### src/rtl/cfg_ro_shadow_if.sv
// Update-write channel into the read-only config shadow.
interface cfg_ro_shadow_if;
  logic        upd_valid;
  logic        upd_ready;
  logic [7:0]  upd_addr;
  logic [31:0] upd_data;
  logic        upd_commit;

  modport master (
    output upd_valid,
    output upd_addr,
    output upd_data,
    output upd_commit,
    input  upd_ready
  );

  modport slave (
    input  upd_valid,
    input  upd_addr,
    input  upd_data,
    input  upd_commit,
    output upd_ready
  );
endinterface

### src/rtl/cfg_ro_shadow.sv
// Shadow of read-only config-space values. Values are loaded through the
// update channel, sanity-checked one function per cycle, then locked.
module cfg_ro_shadow #(
  parameter int          NUM_FUNC  = 1,
  parameter int          TIMEOUT   = 1024,
  parameter logic [15:0] DEF_SSID  = 16'h0667,
  parameter logic [15:0] DEF_SSVID = 16'h1014,
  parameter logic [63:0] DEF_DSN   = 64'hDEAD_DEAD_DEAD_DEAD,
  parameter logic [63:0] DEF_BAR0  = 64'hFFFF_FFFF_FC00_0000,
  parameter logic [4:0]  DEF_PASID = 5'd9,
  parameter logic [11:0] DEF_ACTAG = 12'h020
) (
  input  logic                     clock,
  input  logic                     reset_n,
  cfg_ro_shadow_if.slave           upd,
  output logic                     cfg_ro_valid,
  output logic                     upd_err_addr,
  output logic [NUM_FUNC-1:0]      upd_err_func,
  output logic [15:0]              f0_ro_csh_subsystem_id,
  output logic [15:0]              f0_ro_csh_subsystem_vendor_id,
  output logic [63:0]              f0_ro_dsn_serial_number,
  output logic [64*NUM_FUNC-1:0]   fn_ro_csh_mmio_bar0_size,
  output logic [5*NUM_FUNC-1:0]    fn_ro_pasid_max_pasid_width,
  output logic [5*NUM_FUNC-1:0]    fn_ro_octrl00_pasid_len_supported,
  output logic [12*NUM_FUNC-1:0]   fn_ro_octrl00_actag_len_supported
);

  localparam int CW = (TIMEOUT > 1) ? $clog2(TIMEOUT + 1) : 1;
  localparam int FW = (NUM_FUNC > 1) ? $clog2(NUM_FUNC) : 1;

  typedef enum logic [1:0] {LOAD, CHECK, LOCKED} state_t;

  state_t        state_q, state_d;
  logic [CW-1:0] load_cnt_q;
  logic [FW-1:0] chk_f_q;
  logic          wr_acc, timeout_hit, last_chk;
  logic          glob_hit, fn_hit;
  logic          unused_data_bits;

  logic [15:0]   ssid_q, ssvid_q;
  logic [63:0]   dsn_q;
  logic [63:0]   bar0_q      [NUM_FUNC];
  logic [4:0]    max_pasid_q [NUM_FUNC];
  logic [4:0]    pasid_len_q [NUM_FUNC];
  logic [11:0]   actag_q     [NUM_FUNC];

  // A size mask is legal when it is a run of ones from bit 63 down to at
  // least bit 20, zeros below: its complement plus one is then a power of two.
  function automatic logic bar0_ok(input logic [63:0] m);
    logic [63:0] inv;
    inv = ~m;
    return m[63] && (m[19:0] == 20'd0) && ((inv & (inv + 64'd1)) == 64'd0);
  endfunction

  assign wr_acc      = upd.upd_valid && (state_q == LOAD);
  assign timeout_hit = (TIMEOUT != 0) && (load_cnt_q == CW'(TIMEOUT - 1));
  assign last_chk    = (chk_f_q == FW'(NUM_FUNC - 1));
  assign glob_hit    = (upd.upd_addr <= 8'h02);
  assign fn_hit      = (upd.upd_addr[7:4] == 4'h1) &&
                       (32'(upd.upd_addr[3:2]) < NUM_FUNC) &&
                       (upd.upd_addr[1:0] != 2'd3);
  assign unused_data_bits = ^{upd.upd_data[31:28], upd.upd_data[15:13], upd.upd_data[7:5]};

  // State register
  always_ff @(posedge clock or negedge reset_n) begin
    if (!reset_n) state_q <= LOAD;
    else          state_q <= state_d;
  end

  // Next state and handshake/status outputs
  always_comb begin
    state_d       = state_q;
    upd.upd_ready = 1'b0;
    cfg_ro_valid  = 1'b0;
    case (state_q)
      LOAD: begin
        upd.upd_ready = 1'b1;
        if (upd.upd_commit || timeout_hit) state_d = CHECK;
      end
      CHECK:   if (last_chk) state_d = LOCKED;
      LOCKED:  cfg_ro_valid = 1'b1;
      default: state_d = LOAD;
    endcase
  end

  // Load-cycle counter and check-phase function index
  always_ff @(posedge clock or negedge reset_n) begin
    if (!reset_n) begin
      load_cnt_q <= '0;
      chk_f_q    <= '0;
    end else begin
      if (state_q == LOAD)  load_cnt_q <= load_cnt_q + CW'(1);
      if (state_q == CHECK) chk_f_q    <= chk_f_q + FW'(1);
    end
  end

  // Value registers: written during LOAD, corrected one function per CHECK cycle
  always_ff @(posedge clock or negedge reset_n) begin
    if (!reset_n) begin
      ssid_q       <= DEF_SSID;
      ssvid_q      <= DEF_SSVID;
      dsn_q        <= DEF_DSN;
      upd_err_addr <= 1'b0;
      upd_err_func <= '0;
      for (int unsigned f = 0; f < NUM_FUNC; f++) begin
        bar0_q[f]      <= DEF_BAR0;
        max_pasid_q[f] <= DEF_PASID;
        pasid_len_q[f] <= DEF_PASID;
        actag_q[f]     <= DEF_ACTAG;
      end
    end else if (wr_acc) begin
      if (!glob_hit && !fn_hit) upd_err_addr <= 1'b1;
      case (upd.upd_addr)
        8'h00: begin
          ssvid_q <= upd.upd_data[31:16];
          ssid_q  <= upd.upd_data[15:0];
        end
        8'h01:   dsn_q[31:0]  <= upd.upd_data;
        8'h02:   dsn_q[63:32] <= upd.upd_data;
        default: ;
      endcase
      for (int unsigned f = 0; f < NUM_FUNC; f++) begin
        if (fn_hit && (upd.upd_addr[3:2] == 2'(f))) begin
          case (upd.upd_addr[1:0])
            2'd0: bar0_q[f][31:0]  <= upd.upd_data;
            2'd1: bar0_q[f][63:32] <= upd.upd_data;
            2'd2: begin
              actag_q[f]     <= upd.upd_data[27:16];
              pasid_len_q[f] <= upd.upd_data[12:8];
              max_pasid_q[f] <= upd.upd_data[4:0];
            end
            default: ;
          endcase
        end
      end
    end else if (state_q == CHECK) begin
      for (int unsigned f = 0; f < NUM_FUNC; f++) begin
        if (chk_f_q == FW'(f)) begin
          if (!bar0_ok(bar0_q[f])) begin
            bar0_q[f]       <= DEF_BAR0;
            upd_err_func[f] <= 1'b1;
          end
          if (pasid_len_q[f] > max_pasid_q[f]) begin
            pasid_len_q[f]  <= max_pasid_q[f];
            upd_err_func[f] <= 1'b1;
          end
        end
      end
    end
  end

  assign f0_ro_csh_subsystem_id        = ssid_q;
  assign f0_ro_csh_subsystem_vendor_id = ssvid_q;
  assign f0_ro_dsn_serial_number       = dsn_q;

  for (genvar g = 0; g < NUM_FUNC; g++) begin : g_fn_out
    assign fn_ro_csh_mmio_bar0_size[64*g +: 64]          = bar0_q[g];
    assign fn_ro_pasid_max_pasid_width[5*g +: 5]         = max_pasid_q[g];
    assign fn_ro_octrl00_pasid_len_supported[5*g +: 5]   = pasid_len_q[g];
    assign fn_ro_octrl00_actag_len_supported[12*g +: 12] = actag_q[g];
  end

endmodule

### src/flat_wrapper.sv
// flat-port wrapper written by rule: the top's interface ports become plain ports
module cfg_ro_shadow_flat 
#(
  parameter int          NUM_FUNC  = 1,
  parameter int          TIMEOUT   = 1024,
  parameter logic [15:0] DEF_SSID  = 16'h0667,
  parameter logic [15:0] DEF_SSVID = 16'h1014,
  parameter logic [63:0] DEF_DSN   = 64'hDEAD_DEAD_DEAD_DEAD,
  parameter logic [63:0] DEF_BAR0  = 64'hFFFF_FFFF_FC00_0000,
  parameter logic [4:0]  DEF_PASID = 5'd9,
  parameter logic [11:0] DEF_ACTAG = 12'h020
)
  (clock, reset_n, cfg_ro_valid, upd_err_addr, upd_err_func, f0_ro_csh_subsystem_id, f0_ro_csh_subsystem_vendor_id, f0_ro_dsn_serial_number, fn_ro_csh_mmio_bar0_size, fn_ro_pasid_max_pasid_width, fn_ro_octrl00_pasid_len_supported, fn_ro_octrl00_actag_len_supported, upd_upd_valid, upd_upd_addr, upd_upd_data, upd_upd_commit, upd_upd_ready);
  cfg_ro_shadow_if upd_i ();
  input  logic clock;
  input  logic reset_n;
  output logic cfg_ro_valid;
  output logic upd_err_addr;
  output logic [NUM_FUNC-1:0] upd_err_func;
  output logic [15:0] f0_ro_csh_subsystem_id;
  output logic [15:0] f0_ro_csh_subsystem_vendor_id;
  output logic [63:0] f0_ro_dsn_serial_number;
  output logic [64*NUM_FUNC-1:0] fn_ro_csh_mmio_bar0_size;
  output logic [5*NUM_FUNC-1:0] fn_ro_pasid_max_pasid_width;
  output logic [5*NUM_FUNC-1:0] fn_ro_octrl00_pasid_len_supported;
  output logic [12*NUM_FUNC-1:0] fn_ro_octrl00_actag_len_supported;
  input wire logic [$bits(upd_i.upd_valid)-1:0] upd_upd_valid;
  input wire logic [$bits(upd_i.upd_addr)-1:0] upd_upd_addr;
  input wire logic [$bits(upd_i.upd_data)-1:0] upd_upd_data;
  input wire logic [$bits(upd_i.upd_commit)-1:0] upd_upd_commit;
  output wire logic [$bits(upd_i.upd_ready)-1:0] upd_upd_ready;
  assign upd_i.upd_valid = upd_upd_valid;
  assign upd_i.upd_addr = upd_upd_addr;
  assign upd_i.upd_data = upd_upd_data;
  assign upd_i.upd_commit = upd_upd_commit;
  assign upd_upd_ready = upd_i.upd_ready;
  cfg_ro_shadow #(.NUM_FUNC(NUM_FUNC), .TIMEOUT(TIMEOUT), .DEF_SSID(DEF_SSID), .DEF_SSVID(DEF_SSVID), .DEF_DSN(DEF_DSN), .DEF_BAR0(DEF_BAR0), .DEF_PASID(DEF_PASID), .DEF_ACTAG(DEF_ACTAG)) u_core (.clock(clock), .reset_n(reset_n), .upd(upd_i), .cfg_ro_valid(cfg_ro_valid), .upd_err_addr(upd_err_addr), .upd_err_func(upd_err_func), .f0_ro_csh_subsystem_id(f0_ro_csh_subsystem_id), .f0_ro_csh_subsystem_vendor_id(f0_ro_csh_subsystem_vendor_id), .f0_ro_dsn_serial_number(f0_ro_dsn_serial_number), .fn_ro_csh_mmio_bar0_size(fn_ro_csh_mmio_bar0_size), .fn_ro_pasid_max_pasid_width(fn_ro_pasid_max_pasid_width), .fn_ro_octrl00_pasid_len_supported(fn_ro_octrl00_pasid_len_supported), .fn_ro_octrl00_actag_len_supported(fn_ro_octrl00_actag_len_supported));
endmodule
### config.mk
export PLATFORM = sky130hd
export DESIGN_NAME = cfg_ro_shadow_flat
export DESIGN_NICKNAME = d
export VERILOG_FILES = /design/src/rtl/cfg_ro_shadow_if.sv /design/src/rtl/cfg_ro_shadow.sv /design/src/flat_wrapper.sv
export SDC_FILE = /design/constraint.sdc
export NUM_CORES = 1
export LEC_CHECK = 0
export ABC_AREA = 1
export BUFFER_PORTS_ARGS = -buffer_cell sky130_fd_sc_hd__buf_2
export CAP_MARGIN = 15
export CELL_PAD_IN_SITES_DETAIL_PLACEMENT = 1
export CELL_PAD_IN_SITES_GLOBAL_PLACEMENT = 1
export CORE_ASPECT_RATIO = 1.1
export CORE_MARGIN = 3
export CORE_UTILIZATION = 39
export CTS_CLUSTER_DIAMETER = 80
export DETAILED_ROUTE_END_ITERATION = 8
export GPL_TIMING_DRIVEN = 0
export PLACE_DENSITY_LB_ADDON = 0.1
export SLEW_MARGIN = 30
export SYNTH_ARGS = -nofsm -noshare
export SYNTH_HDL_FRONTEND = slang
export SYNTH_SLANG_ARGS = --single-unit
### constraint.sdc
create_clock -name clock -period 2.65 [get_ports clock]
set_clock_uncertainty 0.05 [all_clocks]
set_input_delay 0.265 -clock clock [delete_from_list [all_inputs] [get_ports clock]]
set_output_delay 0.265 -clock clock [all_outputs]
set_load 0.01 [all_outputs]
==> run metrics <==
mapped cell area 9639 sq um; Static Leak 0.006646 uW; IO Pins 230; DP HPWL 29260 microns; Util after Layout approximately 55%; Fin. Hold Viols 0; GRT Util Overall ~28%; # clock sinks 198; per-cell routed wire length between 20 and 25 microns; Core Region 23990 sq um; Final WS setup -0.1274 ns; status finished, violations left; I/O Buffers 229; fraction of layout cells with a size suffix above 1 about two fifths; vias in the first global route approximately 10000; worst hold path class in -> reg; ranking of synthesized cells by area dfstp_2 (26%), dfrtp_1 (26%), nand2_1 (19%), o21ai_0 (6.5%), nor2_1 (6.3%); critical path data arrival time slightly above 3 ns; most frequent cells after synthesis nand2_1 (486), nor2_1 (162), o21ai_0 (125); failing checks negative setup slack; die height 170.9 microns; grt ovf 0; Mapped Nets roughly 1300; Synth cell types 32; vias per inst approximately 5.2; standard-cell row count 59; post-synthesis sequential area ratio a little over half; Setup CP Type reg -> reg; pre-CTS setup slack -0.4774 ns; Max Fclk 360.0 MHz; first-pass GRT wire length 57860 microns; largest net degree at the start of global routing 84; Routed Antenna Nets 0; total number of vias 9774; WP data required a little under 3 ns; initial drt markers approximately 470; Final Cycle Share 104.8%; Non-Filler Instances 1875; multi-input logic area about 4700 sq um; final setup violation count 64; CTS tree done; top_reg_cell synth dfrtp_1; Post-synth EDFFs 0; clk buf depth 2; Critical path origin u_core.fn_ro_csh_mmio_bar0_size[10]$_DFFE_PN0P_; r2r startpoint u_core.fn_ro_csh_mmio_bar0_size[10]$_DFFE_PN0P_; Post-Route WL between 30000 and 40000 microns; Max Slew Vio Count 0; ANT cells 0; htree depth 4; most common cell in the netlist nand2_1; # fillers 2996; Clk Latency, worst-skew pair between 0.4 and 0.5 ns; fraction of registers with async set/reset 100.0%; Final #Nets between 1500 and 2000; Reg clk slew, reported paths 0.08 ns; Placed Cells 1801; number of synthesized register bits 198; area grow syn2layout 37.12%; Sequential cell area 5101 sq um; area of the die around 27000 sq um; Clock Tree Root clkbuf_16; total number of yosys warnings 0; Max-slew headroom a little under three fifths; Setup crit end kind flop; die width 155.9 microns; peak supply drop approximately 400 uV; Gate Count Post-Synth 1265; Synth top area share a little over a quarter; Final GP Congestion 0.9681; Crit Path Max Fanout 7; Syn Area/Cell 7.620 sq um; WHS 0.01668 ns; max-cap violations 0; Power per Cell Area 447.2 nW/um^2; DRC violations left 0; CP startpoint kind flop; CTS Buf Count 17; initial core utilization around two fifths; Synth area leader dfstp_2; initial antenna violation count 0; DR pass1 iterations 5; Hold Path Origin upd_upd_data[13]; RSZ-0062 raised after global routing yes; minimum clock period 2.777 ns; Slew @ Worst Pin roughly 0.67 ns
-- worst max-delay path, cell delays in order, from the launching register on --
cell	delay, ns
dfrtp_1	0.45
nor2_1	0.23
nand2_1	0.15
nor2_4	0.19
nand3_4	0.11
nor2_4	0.15
nand2_1	0.08
nand2_1	0.06
nand2_1	0.05
nor2_2	0.15
nand3_2	0.11
nor2_4	0.18
nand3_4	0.20
buf_8	0.22
clkbuf_16	0.16
nand3_2	0.06
nand2_1	0.07
-- through the flow --
stage / TNS (ns) / power [uW] / instance area (sq um)
after CTS: -0.003690 / 5937 / 12220
after global placement: -305.63 / 3240 / 11170
after global routing: -13.74 / 6085 / 13220
after floorplan: 0 / 3108 / 9639
final: -4.462 / 5911 / 13220
after detailed placement: -31.77 / 3255 / 11230
-- kinds of logic (layout without fill, tap and decap cells) --
family,Yosys count,count (layout),synth area share (%)
AND/OR/NAND/NOR,745,745,30.78
AO/OA/AOI/OAI,151,151,8.372
flip-flops,198,198,52.66
XOR/XNOR,10,10,0.9087
buffers and inverters,155,460,6.503
adder cells (fa/ha/maj),6,6,0.7788
-- per-layer routing --
metal / vias up / share of wire, % / GRT usage, %
li1: 4544 / - / -
met1: 4906 / 40 / 34.80
met2: 257 / 52 / 50.15
met3: 67 / 4.6 / 5.388
met4: 0 / 3.8 / 10.41
met5: - / 0 / 0
-- what timing repair did --
item / 4_1_cts / 5_1_grt
resized for setup: 70 / 217
setup buffers: 7 / 17
setup endpoints to repair: 97 / 134
pin swaps: 6 / 59
hold buffers: 10 / 0
endpoints found under the hold margin: 55 / 0
cloned: 0 / 8
-- where the power goes --
| group | switching [uW] | total [uW] | internal (uW) | leakage (uW) |
|---|---|---|---|---|
| logic | 137 | 185 | 47.8 | 0.00397 |
| clock network | 1400 | 2700 | 1300 | 0.000297 |
| registers | 0 | 3030 | 3030 | 0.00238 |
| total | 1540 | 5910 | 4370 | 0.00665 |
-- cell usage in the layout, fill, tap and decap left out, types with 3 or more instances in the layout --
cell / netlist / routed
nand2_2: 5 / 67
buf_2: 0 / 228
nand4_1: 6 / 6
inv_8: 0 / 5
dfstp_2: 97 / 97
clkinv_8: 0 / 5
xor2_1: 8 / 8
dlygate4sd3_1: 0 / 10
nand2_4: 0 / 18
clkbuf_2: 0 / 7
nor2_2: 7 / 34
buf_6: 3 / 7
o211ai_1: 4 / 4
nand2_1: 486 / 404
nand3_1: 65 / 34
inv_1: 114 / 112
nor2_4: 1 / 30
and2_1: 4 / 4
o21ai_0: 125 / 125
nor3_1: 3 / 3
clkbuf_16: 0 / 23
ha_1: 6 / 6
dfrtp_1: 101 / 81
clkbuf_1: 31 / 23
a21oi_1: 6 / 5
buf_4: 6 / 21
nand3_2: 1 / 28
nand3_4: 0 / 4
nor2_1: 162 / 106
dfrtp_2: 0 / 20
o21bai_1: 11 / 10
buf_8: 0 / 8
-- area by class of cell --
| type | count | share of cell area (%) |
|---|---|---|
| buffer | 40 | 2.007 |
| clock buffer | 17 | 3.218 |
| clock inverter | 15 | 1.448 |
| inverter | 115 | 3.266 |
| multi-input combinational | 912 | 35.88 |
| sequential | 198 | 38.59 |
| tap | 305 | 2.887 |
| timing repair buffer | 273 | 12.70 |
-- sequential cells by signal (all words and copies together) (netlist names) --
name and count:
u_core.upd_err_func 1, u_core.fn_ro_octrl00_pasid_len_supported 5, u_core.f0_ro_csh_subsystem_vendor_id 16, u_core.upd_err_addr 1, u_core.chk_f_q 1, u_core.fn_ro_pasid_max_pasid_width 5, u_core.load_cnt_q 11, u_core.f0_ro_csh_subsystem_id 16
u_core.state_q 2, u_core.f0_ro_dsn_serial_number 64, u_core.fn_ro_csh_mmio_bar0_size 64, u_core.fn_ro_octrl00_actag_len_supported 12
-- path summary, 6_finish.rpt --
kind                            slack, ns  cells past startpoint                                         endpoint
worst max-delay path                -0.13                     16  u_core.fn_ro_csh_mmio_bar0_size[31]$_DFFE_PN1P_
worst min register to register       0.42                      1                 u_core.load_cnt_q[9]$_DFFE_PN0P_
worst max register to register      -0.13                     16  u_core.fn_ro_csh_mmio_bar0_size[31]$_DFFE_PN1P_
max in group asynchronous            1.37                      3   u_core.f0_ro_dsn_serial_number[16]$_DFFE_PN1P_
worst min-delay path                 0.02                      3  u_core.fn_ro_csh_mmio_bar0_size[13]$_DFFE_PN0P_
min in group asynchronous            0.36                      2                 u_core.load_cnt_q[4]$_DFFE_PN0P_
Power figures use the tool's default switching activity.
